`src/rtl/lj16_deserializer.sv`:
```
// lj16_deserializer
// Receives a 16-bit left-justified serial stream (MSB first, words framed by
// LRCK edges) and presents a coherent left/right pair on parallel outputs
// together with a one-cycle sample_valid strobe. All logic runs on rising bck.
// A left word is held back until its matching right word arrives, so both
// parallel outputs always change together.
// Optional feature macro: LJ16_FRAME_CHECK_EN enables short/long word
// detection (sticky frame_err plus saturating err_count). With the macro
// undefined both outputs are tied to zero and the data path is unchanged.
module lj16_deserializer #(
   parameter int WIDTH      = 16,
   parameter int LEFT_LEVEL = 1
) (
   input  logic             bck,
   input  logic             rst_n,
   input  logic             lrck,
   input  logic             data,
   output logic [WIDTH-1:0] left_data,
   output logic [WIDTH-1:0] right_data,
   output logic             sample_valid,
   output logic             frame_err,
   output logic [7:0]       err_count
);

   localparam logic [4:0] LP_WIDTH = 5'(WIDTH);
   localparam logic       LP_LEFT  = 1'(LEFT_LEVEL);

   typedef enum logic [1:0] {
      ST_SYNC  = 2'd0,
      ST_SHIFT = 2'd1,
      ST_DONE  = 2'd2
   } state_t;

   state_t           r_state;
   state_t           w_state_next;

   logic             r_lrck_d;
   logic [WIDTH-1:0] r_shift;
   logic [4:0]       r_cnt;
   logic             r_is_left;
   logic [WIDTH-1:0] r_left_hold;
   logic             r_left_ok;
   logic [WIDTH-1:0] r_left_data;
   logic [WIDTH-1:0] r_right_data;
   logic             r_valid;

   logic             w_edge;
   logic [WIDTH-1:0] w_shift_next;
   logic [4:0]       w_cnt_next;
   logic             w_is_left_next;
   logic             w_take;
   logic             w_short;
   logic             w_complete;

   // An LRCK edge is any change of lrck relative to the previous rising bck.
   assign w_edge = (lrck != r_lrck_d);

   // State register.
   always_ff @(posedge bck) begin
      if (!rst_n) begin
         r_state <= ST_SYNC;
      end else begin
         r_state <= w_state_next;
      end
   end

   // Next state, shift/count update and word-complete detection.
   always_comb begin
      w_state_next   = r_state;
      w_shift_next   = r_shift;
      w_cnt_next     = r_cnt;
      w_is_left_next = r_is_left;
      w_take         = 1'b0;
      w_short        = 1'b0;
      w_complete     = 1'b0;
      if (w_edge) begin
         // Bit sampled on the edge is the MSB of a fresh word.
         w_shift_next   = {{(WIDTH-1){1'b0}}, data};
         w_cnt_next     = 5'd1;
         w_is_left_next = (lrck == LP_LEFT);
         w_take         = 1'b1;
         // Still collecting when the edge arrived: the old word was short.
         w_short        = (r_state == ST_SHIFT);
         w_state_next   = ST_SHIFT;
      end else if (r_state == ST_SHIFT) begin
         w_shift_next = {r_shift[WIDTH-2:0], data};
         w_cnt_next   = 5'(r_cnt + 5'd1);
         w_take       = 1'b1;
      end
      // Count never passes WIDTH: reaching it moves to DONE, which stops shifting.
      w_complete = w_take && (w_cnt_next == LP_WIDTH);
      if (w_complete) begin
         w_state_next = ST_DONE;
      end
   end

   // Word assembly, left holding register and pair output.
   always_ff @(posedge bck) begin
      if (!rst_n) begin
         r_lrck_d     <= lrck;
         r_shift      <= '0;
         r_cnt        <= 5'd0;
         r_is_left    <= 1'b0;
         r_left_hold  <= '0;
         r_left_ok    <= 1'b0;
         r_left_data  <= '0;
         r_right_data <= '0;
         r_valid      <= 1'b0;
      end else begin
         r_lrck_d  <= lrck;
         r_shift   <= w_shift_next;
         r_cnt     <= w_cnt_next;
         r_is_left <= w_is_left_next;
         r_valid   <= 1'b0;
         // A truncated left word cannot be paired with the next right word.
         if (w_short && r_is_left) begin
            r_left_ok <= 1'b0;
         end
         if (w_complete) begin
            if (w_is_left_next) begin
               r_left_hold <= w_shift_next;
               r_left_ok   <= 1'b1;
            end else if (r_left_ok) begin
               r_left_data  <= r_left_hold;
               r_right_data <= w_shift_next;
               r_valid      <= 1'b1;
               r_left_ok    <= 1'b0;
            end
         end
      end
   end

   assign left_data    = r_left_data;
   assign right_data   = r_right_data;
   assign sample_valid = r_valid;

`ifdef LJ16_FRAME_CHECK_EN
   logic       r_word_err;
   logic       r_frame_err;
   logic [7:0] r_err_count;
   logic       w_long;
   logic       w_err_event;

   // First extra bit after a complete word; later extra bits of the same
   // word are masked by r_word_err so each word is counted at most once.
   assign w_long      = !w_edge && (r_state == ST_DONE) && !r_word_err;
   assign w_err_event = w_short || w_long;

   // Sticky error flag and saturating error counter.
   always_ff @(posedge bck) begin
      if (!rst_n) begin
         r_word_err  <= 1'b0;
         r_frame_err <= 1'b0;
         r_err_count <= 8'd0;
      end else begin
         if (w_edge) begin
            r_word_err <= 1'b0;
         end else if (w_long) begin
            r_word_err <= 1'b1;
         end
         if (w_err_event) begin
            r_frame_err <= 1'b1;
            if (r_err_count != 8'hFF) begin
               r_err_count <= r_err_count + 8'd1;
            end
         end
      end
   end

   assign frame_err = r_frame_err;
   assign err_count = r_err_count;
`else
   assign frame_err = 1'b0;
   assign err_count = 8'd0;
`endif

endmodule

```
`config.mk`:
```
export PLATFORM = sky130hd
export DESIGN_NAME = lj16_deserializer
export DESIGN_NICKNAME = d
export VERILOG_FILES = /design/src/rtl/lj16_deserializer.sv
export SDC_FILE = /design/constraint.sdc
export NUM_CORES = 1
export LEC_CHECK = 0
export ABC_AREA = 1
export BUFFER_PORTS_ARGS = -buffer_cell sky130_fd_sc_hd__buf_4
export CAP_MARGIN = 20
export CORE_MARGIN = 1.5
export CORE_UTILIZATION = 60
export CTS_CLUSTER_DIAMETER = 50
export DETAILED_ROUTE_END_ITERATION = 16
export PLACE_DENSITY = 0.9
export SYNTH_ARGS = -nofsm -noshare
export SYNTH_HDL_FRONTEND = slang
export SYNTH_SLANG_ARGS = --single-unit
```
`constraint.sdc`:
```
create_clock -name bck -period 3.7 [get_ports bck]
set_input_delay 0 -clock bck [delete_from_list [all_inputs] [get_ports bck]]
set_output_delay 0 -clock bck [all_outputs]
set_load 0.01 [all_outputs]
```
==> flow_results.org <==
** Outcome
- The run finished with clean final reports.

** Critical path
- The worst setup path is launched from a flop.
- Following the worst setup path forward leads to its endpoint at left_data[7].
- Setup slack on the worst reg-to-reg path comes out at roughly 1.1 ns.
- At the worst endpoint, the arrival time is between 2 and 3 ns.
- In this run the worst path has a maximum fanout of 31.
- The critical path crosses 10 cells after its start point.
- CP required :: roughly 4 ns
- Critical Path Max Stage Delay :: 0.57 ns
- In this run the critical register-to-register path is captured at left_data[7].
- Timing startpoint of the critical path :: r_lrck_d
- The critical path goes through inv_1, nand2_2, nand2_2, inv_1, nand3_2, nand3_2, buf_4, nand2_1, nand2_1, nor2_1.
- Broken down by cell family, the worst path's largest delay share belongs to simple AND/OR/NAND/NOR gates.
- Setup crit end kind :: flop
- Critical-path cell with the highest stage delay :: nand3_2
- In this run the critical register-to-register path is launched from r_lrck_d.
- The worst setup path is of the reg -> reg kind.
- For the worst flop-to-flop path, the logic depth is 10.
- Buf/Inv on CP :: 3

** Die
- Area of the core :: 0.00524 mm^2
- Total Die Area :: 0.00601 mm^2
- Initial core utilization :: a little under two thirds
- For this design the top-level I/O count stands at between 40 and 50.
- After floorplanning, the core was divided into 26 placement rows.
- Measured along the x axis, the die boundary spans about 78 um.
- From bottom edge to top edge, the die measures between 70 and 80 um.

** Clock tree
- After clock tree synthesis, the flow added hold-fix buffers numbering 1.
- Number of buffers inserted by post-CTS setup repair :: 0
- Root buffer cell :: clkbuf_8
- Total CTS buffers :: 9
- Clock-pin slew was measured on the worst setup and hold paths at roughly 0.08 ns.
- In this run the deepest clock path goes through 2 buffers.
- For the worst-skew pair, the clock arrives at the later sink with an insertion delay of about 0.35 ns.
- H-tree levels :: 3
- Clock tree from TritonCTS :: done
- Number of sinks driven by the clock tree :: 75
- Once the clock tree was built, the resizer swapped 0 gates to a different size.

** Logic synthesis
- The average instance in the mapped netlist occupies about 6.7 um^2.
- For this run, the leading register cell type out of synthesis is dfxtp_1.
- Yosys mapped a number of flops with a built-in enable equal to 0.
- Share of async-settable or async-resettable flops after synthesis :: 0%
- Yosys warning count :: 0
- The synthesized design contains 75 register bits.
- Synth cell types :: 28
- The cell count after synthesis came out at roughly 500.
- After synthesis the cells add up to about 0.0033 mm^2.
- Sequential element share of the synthesized area :: 45.0%

** Layout
- Layout-stage area growth over the synthesis result :: 14.3%
- Area occupied by registers :: roughly 0.0015 mm^2
- Layout Cells excl Fill :: roughly 600
- N_diodes :: 0
- Filler cell count :: slightly above 400
- Fraction of layout cells with a size suffix above 1 :: between 10% and 20%
- At the end of the flow, the number of nets in the layout was between 500 and 600.
- The multi-input combinational cells in the finished layout cover a total of about 0.0013 mm^2.

** Drt
- The first detailed-routing pass took 5 iterations.
- Routed len/inst :: 11.0 um
- Routed wire length :: around 6600 um
- For this block, the initial DRC count from the detailed router was around 230.
- Via count of the routed design :: 2845
- Post-route DRC :: 0
- Post-detailed-route via-to-cell ratio :: between 4 and 5
- In this run the remaining antenna-violating nets after routing total 0.

** STA
- Part of the cycle the worst path needs :: a little under three quarters
- Timing-limited maximum frequency :: about 380 MHz
- Final count of negative-setup-slack endpoints :: 0
- Unrepaired setup endpoints after global routing :: false
- Final slew viol count :: 0
- Final hold violation count :: 0
- The smallest clock period supported by the final layout is computed as approximately 2.6 ns.
- Skew final :: approximately 0.0090 ns
- Worst-Margin Slew :: ~0.67 ns
- Slew Limit Headroom :: between 50% and 60%
- After routing, the total negative slack on setup checks comes to 0 ns.

** Global route
- GRT Max-Usage Layer :: met2
- GR Layer Usage met1 :: around 28%
- Via count of the first global-routing pass :: 2688
- Global routing used 23.5% of the available tracks.
- Number of antenna violations at the first check in global routing :: 0
- Met3 usage :: 6.12%
- Global-route wire length before repair :: between 10000 and 15000 um
- For this run, global-route usage on met2 was measured as between 40% and 50%.
- Entering global routing, the biggest net connects between 50 and 60 pins.
- Leftover overflow at the end of global routing :: 0

** Pwr
- Cell Int Power :: 1.33 mW
- Sequential Power Share :: a little under 50%
- VDD sags by at most between 0.3 and 0.4 mV.
- Power spread over the standard cell area amounts to 447 mW/mm^2.
- The clock network accounts for between 40% and 50% of the total power.
- Power comes to between 1.5 and 2 mW.
- The analysis attributes to cell leakage a power of 2.10 nW.
- Net Sw Power :: between 300 and 400 uW
- Combinational share of power :: approximately 6.0%
- In this run switching power makes up between 20 and 25% of total power.

** Min path
- Worst min-delay path category :: in -> reg

** Place
- Routability-driven placement finished with a final weighted congestion of approximately 0.80.
- Post-Place Cells :: a little under 600
- The HPWL after detailed placement is 4240 um.
- Port bufs :: 36

** Job
- The tool flagged a number of max-cap violations equal to 0.
## Yosys cell counts, types with 2 or more instances
cell,n,area share [%]
nand2_2,3,0.56
inv_1,88,9.9
nand4_1,12,2.3
nand2_1,126,14
a21oi_1,8,1.2
nor4_1,2,0.38
clkbuf_1,9,1.0
nand3_2,3,0.90
o21ai_0,8,1.2
nor2_1,114,13
buf_6,2,0.68
dfxtp_1,75,45
or2_2,4,0.75
nand3_1,11,1.7
buf_4,10,2.3
buf_2,10,1.5
nor3_1,2,0.30
inv_2,2,0.23
## worst min path at each step
stage / start / slack, ns / cells after the start / end
after floorplan: lrck / 0.03 / 0 / r_lrck_d
after global placement: lrck / 0.13 / 1 / r_lrck_d
after detailed placement: lrck / 0.13 / 1 / r_lrck_d
after CTS: data / 0.07 / 3 / r_shift[0]
after global routing: data / 0.12 / 3 / r_shift[0]
final: data / 0.09 / 3 / r_shift[0]
## registers in the layout (all words and copies together), names as in the netlist
register	count
right_data	16
left_data	16
r_left_ok	1
r_lrck_d	1
r_left_hold	16
r_is_left	1
sample_valid	1
r_state	2
r_cnt	5
r_shift	16
## through the flow
| step | setup WS, ns | util [%] | hold slack [ns] | instance area (um^2) |
|---|---|---|---|---|
| floorplan | 2.03 | - | 0.0277 | 3360 |
| global placement | 1.21 | 67.8 | 0.126 | 3550 |
| detailed placement | 1.10 | 67.8 | 0.129 | 3550 |
| CTS | 1.09 | 72.7 | 0.0687 | 3810 |
| global route | 0.753 | 72.7 | 0.122 | 3810 |
| finish | 1.06 | 72.7 | 0.0854 | 3810 |
## power by group through the flow
stage               registers [mW]  logic [mW]  clock network (mW)
detailed placement           0.845      0.0986                   0
global placement             0.845      0.0952                   0
CTS                          0.826       0.101               0.780
finish                       0.827       0.103               0.775
global route                 0.827       0.115               0.812
floorplan                    0.844      0.0889                   0
## per-layer routing
metal | wire [um] | vias to the layer above
li1 | - | 1497
met1 | 2910 | 1268
met3 | 307 | 10
met5 | 0 | -
met2 | 3280 | 70
met4 | 96 | 0
## layout make-up
cell class | count | area share [%]
sequential | 75 | 39.4
multi-input combinational | 310 | 35.1
inverter | 90 | 8.87
timing repair buffer | 39 | 7.75
clock buffer | 11 | 3.97
clock inverter | 4 | 2.56
tap | 70 | 2.30
## kinds of logic after synthesis
group	after synthesis	synth area share, %
flip-flops	75	45.0
AND/OR/NAND/NOR	281	35.5
AO/OA/AOI/OAI	19	3.30
other	1	0.113
buffers and inverters	122	15.7
adder cells (fa/ha/maj)	1	0.375
## placed cells by master, fill, tap and decap left out, types with 4 or more instances in the layout
cell type and n:
dfxtp_1 75, or2_2 4, conb_1 9, a21oi_1 8, inv_1 88, buf_4 38, nand3_1 11, o21ai_0 8
nor2_1 114, clkbuf_8 11, nand4_1 12, nand2_1 126
## tightest hold or removal path, delay by kind of cell
family | cells | cell delay [ns]
buffers and inverters | 1 | 0.08
AO/OA/AOI/OAI | 1 | 0.19
AND/OR/NAND/NOR | 1 | 0.13
No activity file was read; power rests on OpenSTA's default activity.
